===== config.mk =====
export PLATFORM = sky130hd
export DESIGN_NAME = uart_tx_queue
export DESIGN_NICKNAME = d
export VERILOG_FILES = /design/src/rtl/uart_pkg.sv /design/src/rtl/uart_txq_fifo.sv /design/src/rtl/uart_tx_queue.sv
export SDC_FILE = /design/constraint.sdc
export NUM_CORES = 1
export LEC_CHECK = 0
export ABC_AREA = 1
export CAP_MARGIN = 10
export CORE_ASPECT_RATIO = 1.75
export CORE_MARGIN = 5
export CORE_UTILIZATION = 55
export DETAILED_ROUTE_END_ITERATION = 6
export PLACE_DENSITY = 0.73
export SYNTH_ARGS = -nofsm -noshare
export SYNTH_HDL_FRONTEND = slang
export SYNTH_SLANG_ARGS = --single-unit

===== constraint.sdc =====
create_clock -name clk -period 2.7 [get_ports clk]
set_clock_uncertainty 0.15 [all_clocks]
set_input_delay 0.405 -clock clk [delete_from_list [all_inputs] [get_ports clk]]
set_output_delay 0.405 -clock clk [all_outputs]
set_load 0.01 [all_outputs]

===== src/rtl/uart_pkg.sv =====
// Shared types and constants for the UART transmit queue.
// Holds the launch FSM state type and the UART data width.
// The GAP state only exists when UART_TXQ_GAP_EN is defined.
package uart_pkg;

    localparam int UART_DATA_W = 8;

    typedef enum logic [2:0] {
        IDLE,
        LAUNCH,
        WAIT_BUSY,
        WAIT_DONE
`ifdef UART_TXQ_GAP_EN
        ,
        GAP
`endif
    } txq_state_t;

endpackage


===== src/rtl/uart_txq_fifo.sv =====
// Byte FIFO with power-of-two depth, occupancy count and flush.
// Ports: clk, rst (async, active-high), push/pop/flush strobes,
//        din/dout data, level occupancy, full/empty flags.
module uart_txq_fifo #(
    parameter int DEPTH = 16,
    parameter int W     = 8
) (
    input  logic                     clk,
    input  logic                     rst,
    input  logic                     push,
    input  logic                     pop,
    input  logic                     flush,
    input  logic [W-1:0]             din,
    output logic [W-1:0]             dout,
    output logic [$clog2(DEPTH):0]   level,
    output logic                     full,
    output logic                     empty
);

    localparam int AW = $clog2(DEPTH);

    logic [W-1:0]  mem [DEPTH];
    logic [AW-1:0] wr_ptr;
    logic [AW-1:0] rd_ptr;
    logic [AW:0]   count;
    logic          push_ok;
    logic          pop_ok;

    assign full    = (count == (AW+1)'(DEPTH));
    assign empty   = (count == '0);
    assign level   = count;
    assign dout    = mem[rd_ptr];
    // A full queue refuses pushes even if a pop happens the same cycle.
    assign push_ok = push && !full;
    assign pop_ok  = pop && !empty;

    always_ff @(posedge clk or posedge rst) begin
        if (rst) begin
            wr_ptr <= '0;
            rd_ptr <= '0;
            count  <= '0;
        end else if (flush) begin
            wr_ptr <= '0;
            rd_ptr <= '0;
            count  <= '0;
        end else begin
            if (push_ok)
                wr_ptr <= wr_ptr + 1'b1;
            if (pop_ok)
                rd_ptr <= rd_ptr + 1'b1;
            if (push_ok && !pop_ok)
                count <= count + 1'b1;
            else if (pop_ok && !push_ok)
                count <= count - 1'b1;
        end
    end

    // Storage needs no reset; only the pointers define valid contents.
    always_ff @(posedge clk) begin
        if (push_ok && !flush)
            mem[wr_ptr] <= din;
    end

endmodule


===== src/rtl/uart_tx_queue.sv =====
// Byte queue feeding a UART transmitter with a launch/handshake FSM.
// Ports: clk, rst (async, active-high); in_data/in_valid/in_ready
//        producer side; flush; tx_data/tx_start/tx_busy UART side;
//        level = FIFO occupancy.
// UART_TXQ_GAP_EN adds GAP_CYCLES idle clocks after each byte.
module uart_tx_queue
    import uart_pkg::*;
#(
    parameter int DEPTH      = 16,
    parameter int GAP_CYCLES = 4
) (
    input  logic                   clk,
    input  logic                   rst,
    input  logic [UART_DATA_W-1:0] in_data,
    input  logic                   in_valid,
    output logic                   in_ready,
    input  logic                   flush,
    output logic [UART_DATA_W-1:0] tx_data,
    output logic                   tx_start,
    input  logic                   tx_busy,
    output logic [$clog2(DEPTH):0] level
);

    txq_state_t             state;
    logic [UART_DATA_W-1:0] head;
    logic                   full;
    logic                   empty;
    logic                   push;
    logic                   pop;

    assign in_ready = !full;
    assign push     = in_valid && in_ready;
    // The head leaves the queue during the single LAUNCH cycle.
    assign pop      = (state == LAUNCH);

    uart_txq_fifo #(
        .DEPTH (DEPTH),
        .W     (UART_DATA_W)
    ) u_fifo (
        .clk   (clk),
        .rst   (rst),
        .push  (push),
        .pop   (pop),
        .flush (flush),
        .din   (in_data),
        .dout  (head),
        .level (level),
        .full  (full),
        .empty (empty)
    );

`ifdef UART_TXQ_GAP_EN
    localparam int GW = (GAP_CYCLES > 1) ? $clog2(GAP_CYCLES) : 1;
    // GAP always lasts at least one cycle, so zero behaves like one.
    localparam logic [GW-1:0] GAP_LAST =
        GW'((GAP_CYCLES == 0) ? 0 : GAP_CYCLES - 1);

    logic [GW-1:0] gap_cnt;
`else
    localparam int unused_gap_cycles = GAP_CYCLES;
`endif

    always_ff @(posedge clk or posedge rst) begin
        if (rst) begin
            state    <= IDLE;
            tx_start <= 1'b0;
            tx_data  <= '0;
`ifdef UART_TXQ_GAP_EN
            gap_cnt  <= '0;
`endif
        end else begin
            tx_start <= 1'b0;
            unique case (state)
                IDLE: begin
                    if (!empty && !tx_busy) begin
                        state    <= LAUNCH;
                        tx_start <= 1'b1;
                        tx_data  <= head;
                    end
                end
                LAUNCH: begin
                    state <= WAIT_BUSY;
                end
                WAIT_BUSY: begin
                    if (tx_busy)
                        state <= WAIT_DONE;
                end
                WAIT_DONE: begin
                    if (!tx_busy) begin
`ifdef UART_TXQ_GAP_EN
                        state   <= GAP;
                        gap_cnt <= '0;
`else
                        state   <= IDLE;
`endif
                    end
                end
`ifdef UART_TXQ_GAP_EN
                GAP: begin
                    if (gap_cnt >= GAP_LAST) begin
                        state   <= IDLE;
                        gap_cnt <= '0;
                    end else begin
                        gap_cnt <= gap_cnt + 1'b1;
                    end
                end
`endif
                default: begin
                    state <= IDLE;
                end
            endcase
        end
    end

endmodule


==> metrics.yaml, run 1 <==
cells_and_area:
  fin_nets: 773
  final_common_cell: "nand2_1"
  stdcell_count: 927
  layout-drive-gt1-share: 0.0870
  final_cell_mix: "228 x nand2_1, 128 x edfxtp_1, 117 x nand3_1, 114 x inv_1, 27 x clkdlybuf4s50_1"
  antenna_cells: 0
  area_growth_pct: 15.7
routing:
  antenna_left: 0
  wl_per_cell_um: 17.0
  wirelength_mm: 15.7
  vias: 4853
  drtIter0Drc: 397
  via_per_inst: 5.24
  drc: 0
  firstDrtPassIters: 6
global_routing:
  grt_overflow: 0
  antenna_found_initial: 0
  grt_pass1_vias: 4853
  grt_first_pass_wirelength_mm: 24.8
  grt_start_max_net_pins: 67
  grt_usage: 0.226
critical_path:
  worstSetupStartpointType: "register"
  critPathKind: "reg2reg"
  r2r_cells: 11
  worst-endpoint-required_ns: 2.85
  cp.arrival_ns: 2.58
  endpoint_kind: "register"
  crit_path_max_fanout: 12
die:
  die-area_sq_mm: 0.0150
  io_pins: 28
  die_x_um: 94.8
  initial_utilization: 0.557
  core_area_sq_mm: 0.0124
  die_h_um: 158
  rows: 54
sta:
  tightest_slew_ns: 0.807
  fin_setup_tns_ns: 0
  setup_viol: 0
  slew_viol_final: 0
  rsz0062_at_grt: "false"
  worst_slack_ns: 0.276
  relSlewSlack: 0.461
  finalCritPeriodShare: 0.898
  min_period_ns: 2.42
  fmax_mhz: 413
  timing.hold.ws_ns: 0.194
  finalHoldViolCount: 0
clock_network:
  holdBufCountCts: 0
  clock-root-buffer: "clkbuf_16"
  cts_setup_buffers: 0
  clock-sinks: 152
  clkLatencyLatePin_ns: 0.42
  path_clk_slew_ns: 0.06
  cts_buffer_depth: 2
  cts_resized: 0
  cts_tree: "built"
  cts-buffers-inserted: 17
  h-tree-depth: 4
yosys:
  synth.distinct_cells: 24
  yosys.area_share.simple: 0.233
  synth_compound_area_frac: 0.00976
  synth_xor_area_frac: 0.00253
  syn-num-nets: 730
  syn_area_per_cell_sq_um: 9.84
  ys_ff_latch: 152
  synth_top_area_cell: "edfxtp_1"
  synthCells: 703
  synthTopCellsByArea: "edfxtp_1 56%, nand2_1 12%, dfrtp_1 8.7%"
  synth_top_area_frac: 0.556
  synthAdderAreaFrac: 0.0264
  ys_seq_area_frac: 0.642
  yosys_warnings: 0
  synth_top_family_by_area: "simple AND/OR/NAND/NOR gates"
  synthMuxAreaShare: 0
  syn_area_sq_mm: 0.00692
pwr:
  peakVddDrop_uv: 695
  finalPower_mw: 7.00
  p_per_area_mw_per_mm2: 875
  p_leak_nw: 3.54
hold_path:
  hp-class: "in2async"
place:
  io_buffers: 27
  finalWeightedCongestion: 0.878
  dp_slack_ns: 0.193
  post-place-cells: 895
  hpwl_mm: 10.9
run:
  max-cap-violations: 0
outcome:
  status: "finished clean"
## Yosys cell counts (all sizes together)
| master | instances |
|---|---|
| nor2 | 19 |
| o21ai | 8 |
| ha | 13 |
| edfxtp | 128 |
| nand3 | 118 |
| nor3 | 6 |
| clkbuf | 2 |
| buf | 24 |
| nand4 | 2 |
| inv | 117 |
| nand2 | 232 |
| xnor2 | 2 |
| dfrtp | 24 |
| o21bai | 1 |
| fa | 1 |
| clkinv | 2 |
| a21oi | 4 |
## registers in the layout, summed over array words and instances (netlist names)
signal,cells
u_fifo.mem,128
tx_data,8
u_fifo.level,5
u_fifo.rd_ptr,4
u_fifo.wr_ptr,4
state,2
tx_start,1
## where the power goes
part	internal, mW	switching, mW	total (mW)
combinational	0.684	1.24	1.93
clock	1.29	0.962	2.25
sequential	2.70	0.129	2.83
total	4.67	2.34	7.00
## logic make-up (layout without fill, tap and decap cells)
| logic type | count (synthesis) | after routing |
|---|---|---|
| flops | 152 | 152 |
| xor+xnor | 2 | 2 |
| buf+inv | 145 | 201 |
| compound gates | 13 | 13 |
| fa+ha+maj | 14 | 14 |
| simple gates | 377 | 377 |
## critical path, cell delays in order (launching register included)
cell	delay, ns
dfrtp_1	0.49
nor2_4	0.16
nand4_2	0.15
nand2_2	0.16
nand2_2	0.18
ha_1	0.37
a21oi_1	0.23
nand3_1	0.11
nand2_1	0.10
nand2_1	0.06
nand3_1	0.09
nand2_1	0.05
## final cells by class
| type | count | area [sq um] |
|---|---|---|
| Inverter | 119 | 447 |
| Tap cell | 168 | 210 |
| Timing Repair Buffer | 50 | 455 |
| Clock buffer | 17 | 425 |
| Fill cell | 961 | 4430 |
| Multi-Input combinational cell | 406 | 1880 |
| Clock inverter | 15 | 144 |
| Sequential cell | 152 | 4450 |
## path summary, 6_finish.rpt
| kind | from | endpoint | slack, ns |
|---|---|---|---|
| worst min-delay path | rst | state[0] | 0.19 |
| worst max register to register | u_fifo.level[0] | u_fifo.level[4] | 0.28 |
| worst min register to register | tx_data[5] | tx_data[5] | 0.33 |
| min in group clk | tx_data[5] | tx_data[5] | 0.33 |
| worst max-delay path | u_fifo.level[0] | u_fifo.level[4] | 0.28 |
| max in group asynchronous | rst | u_fifo.rd_ptr[0] | 1.93 |
## metrics by stage
step                      area [sq um]   util
final                             8010  0.644
after global routing              8010  0.644
after CTS                         8010  0.644
after detailed placement          7440  0.598
after global placement            7440  0.598
after floorplan                   6920      -
## layer usage
layer,vias to the layer above,GRT usage,part of all wire
met5,-,0,0
met4,0,0.101,0.031
met3,30,0.0444,0.048
met2,170,0.417,0.56
met1,2304,0.245,0.36
li1,2349,-,-
Note: power is estimated with default switching activity, not from simulation.
==> inputs of run 2 (changes only) <==
--- a/config.mk
+++ b/config.mk
@@ -9,9 +9,10 @@
 export CAP_MARGIN = 10
 export CORE_ASPECT_RATIO = 1.75
 export CORE_MARGIN = 5
-export CORE_UTILIZATION = 55
+export CORE_UTILIZATION = 61
+export CTS_CLUSTER_DIAMETER = 40
 export DETAILED_ROUTE_END_ITERATION = 6
-export PLACE_DENSITY = 0.73
+export PLACE_DENSITY = 0.76
 export SYNTH_ARGS = -nofsm -noshare
 export SYNTH_HDL_FRONTEND = slang
 export SYNTH_SLANG_ARGS = --single-unit
==> run 2 against run 1 <==
Effect of this change:
- combinational power hardly changed
- die area decreased by 9.0%
- setup slack improved by 0.085 ns
- design area unchanged
- critical path type unchanged
- utilization rose by 7.7 points
==> metrics.yaml, run 2 (synthesis gave the netlist of run 1 again) <==
critical_path:
  crit_path_max_fanout: 12
  worst-endpoint-required_ns: 2.87
  slowest_delay_ns: 0.48
  worstSetupStartpointType: "register"
  critPathKind: "reg2reg"
  cp.arrival_ns: 2.51
  critPathMostFrequentCell: "nand2_1"
  critPathBufInv: 1
  cp.depth: 13
  worstPathCellList: "nor2_4, nand4_2, nand2_2, nand2_2, fa_1, nand3_1, nand2_1, nand2_1, nand2_1, inv_1, nand2_1, nand3_1, nand2_1"
  r2r_cells: 13
  crit_slowest_cell: "dfrtp_1"
  endpoint_kind: "register"
  path_delay_family: "simple AND/OR/NAND/NOR gates"
routing:
  wl_per_cell_um: 17.6
  via_per_inst: 5.49
  drtIter0Drc: 503
  wirelength_mm: 15.8
  drc: 0
  firstDrtPassIters: 5
  antenna_left: 0
  vias: 4922
clock_network:
  clock-sinks: 152
  cts_tree: "built"
  cts_setup_buffers: 0
  cts_resized: 0
  path_clk_slew_ns: 0.07
  h-tree-depth: 4
  cts_buffer_depth: 2
  clock-root-buffer: "clkbuf_16"
  cts-buffers-inserted: 17
  clkLatencyLatePin_ns: 0.42
  holdBufCountCts: 0
pwr:
  p_per_area_mw_per_mm2: 878
  netSwitchingFraction: 0.343
  power_frac_clock: 0.324
  p_leak_nw: 3.57
  p_int_mw: 4.62
  p_switching_mw: 2.41
  combPwrFrac: 0.274
  finalPower_mw: 7.03
  peakVddDrop_uv: 700
  sequentialPowerShare: 0.402
cells_and_area:
  layout-drive-gt1-share: 0.0942
  fin_nets: 778
  largest_reg_flops: 128
  antenna_cells: 0
  area_growth_pct: 15.7
  final_cell_mix: "228 x nand2_1, 128 x edfxtp_1, 117 x nand3_1, 114 x inv_1"
  largest_register: "u_fifo.mem"
  final_common_cell: "nand2_1"
sta:
  slew_viol_final: 0
  fin_setup_tns_ns: 0
  min_period_ns: 2.34
  finalCritPeriodShare: 0.866
  fmax_mhz: 428
  relSlewSlack: 0.491
  setup_viol: 0
  tightest_slew_ns: 0.763
  rsz0062_at_grt: "false"
  finalHoldViolCount: 0
run:
  max-cap-violations: 0
die:
  initial_utilization: 0.623
  die_x_um: 90.5
  rows: 51
  die-area_sq_mm: 0.0137
  io_pins: 28
  die_h_um: 151
  core_area_sq_mm: 0.0111
place:
  hpwl_mm: 10.6
  io_buffers: 27
  finalWeightedCongestion: 0.841
global_routing:
  grt_first_pass_wirelength_mm: 24.8
  antenna_found_initial: 0
  grt_usage: 0.242
  grt_overflow: 0
  grt_start_max_net_pins: 43
  grt_pass1_vias: 4887
hold_path:
  hp-class: "in2async"
outcome:
  status: "finished clean"
-- run 2: worst paths after layout --
kind / start / to / slack, ns
setup / recovery: u_fifo.level[0] / u_fifo.level[4] / 0.36
hold / removal: rst / tx_data[6] / 0.27
setup reg to reg: u_fifo.level[0] / u_fifo.level[4] / 0.36
hold reg to reg: tx_data[1] / tx_data[1] / 0.34
max in group asynchronous: rst / state[0] / 1.55
min in group clk: tx_data[1] / tx_data[1] / 0.34
-- run 2: per-stage QoR --
step           std cells   util  hold slack (ns)  area (sq um)  worst slack (ns)
6_report             896  0.721            0.270          8010             0.361
5_1_grt              896  0.721            0.309          8010             0.153
4_1_cts              896  0.721            0.279          8010             0.367
3_5_place_dp         864  0.669            0.319          7430             0.201
3_3_place_gp         864  0.669            0.321          7430             0.228
2_1_floorplan        703      -            0.270          6920             0.520
-- run 2: final cells by class --
cell class / instances / area (sq um)
Timing Repair Buffer: 55 / 493
Inverter: 119 / 447
Fill cell: 773 / 3100
Clock inverter: 15 / 151
Clock buffer: 17 / 425
Sequential cell: 152 / 4450
Multi-Input combinational cell: 406 / 1880
Tap cell: 132 / 165
-- run 2: metal layers --
layer / global-route usage / wire, um / vias to the layer above
li1: - / - / 2359
met1: 0.254 / 5450 / 2303
met2: 0.433 / 8440 / 205
met3: 0.0626 / 1000 / 55
met4: 0.144 / 887 / 0
met5: 0 / 0 / -
-- run 2: worst register-to-register path, stage by stage (launching register included) --
cell     delay, ns
dfrtp_1       0.48
nor2_4        0.17
nand4_2       0.14
nand2_2       0.16
nand2_2       0.18
fa_1          0.45
nand3_1       0.12
nand2_1       0.06
nand2_1       0.06
nand2_1       0.06
inv_1         0.05
nand2_1       0.05
nand3_1       0.06
nand2_1       0.05
-- run 2: power by group through the flow --
stage               logic (mW)  registers [mW]  clock network [mW]
floorplan                 1.27            2.89                   0
global placement          1.85            2.87                   0
detailed placement        1.91            2.88                   0
CTS                       1.93            2.83                2.29
global route              2.16            2.85                2.42
finish                    1.92            2.83                2.27
==> inputs of run 3 (changes only) <==
--- a/config.mk
+++ b/config.mk
@@ -13,6 +13,8 @@
 export CTS_CLUSTER_DIAMETER = 40
 export DETAILED_ROUTE_END_ITERATION = 6
 export PLACE_DENSITY = 0.76
+export SETUP_SLACK_MARGIN = 0.05
 export SYNTH_ARGS = -nofsm -noshare
 export SYNTH_HDL_FRONTEND = slang
 export SYNTH_SLANG_ARGS = --single-unit
+export TNS_END_PERCENT = 1
==> results of run 3 <==
No change in the layout: final DEF, timing and power equal those of run 2.
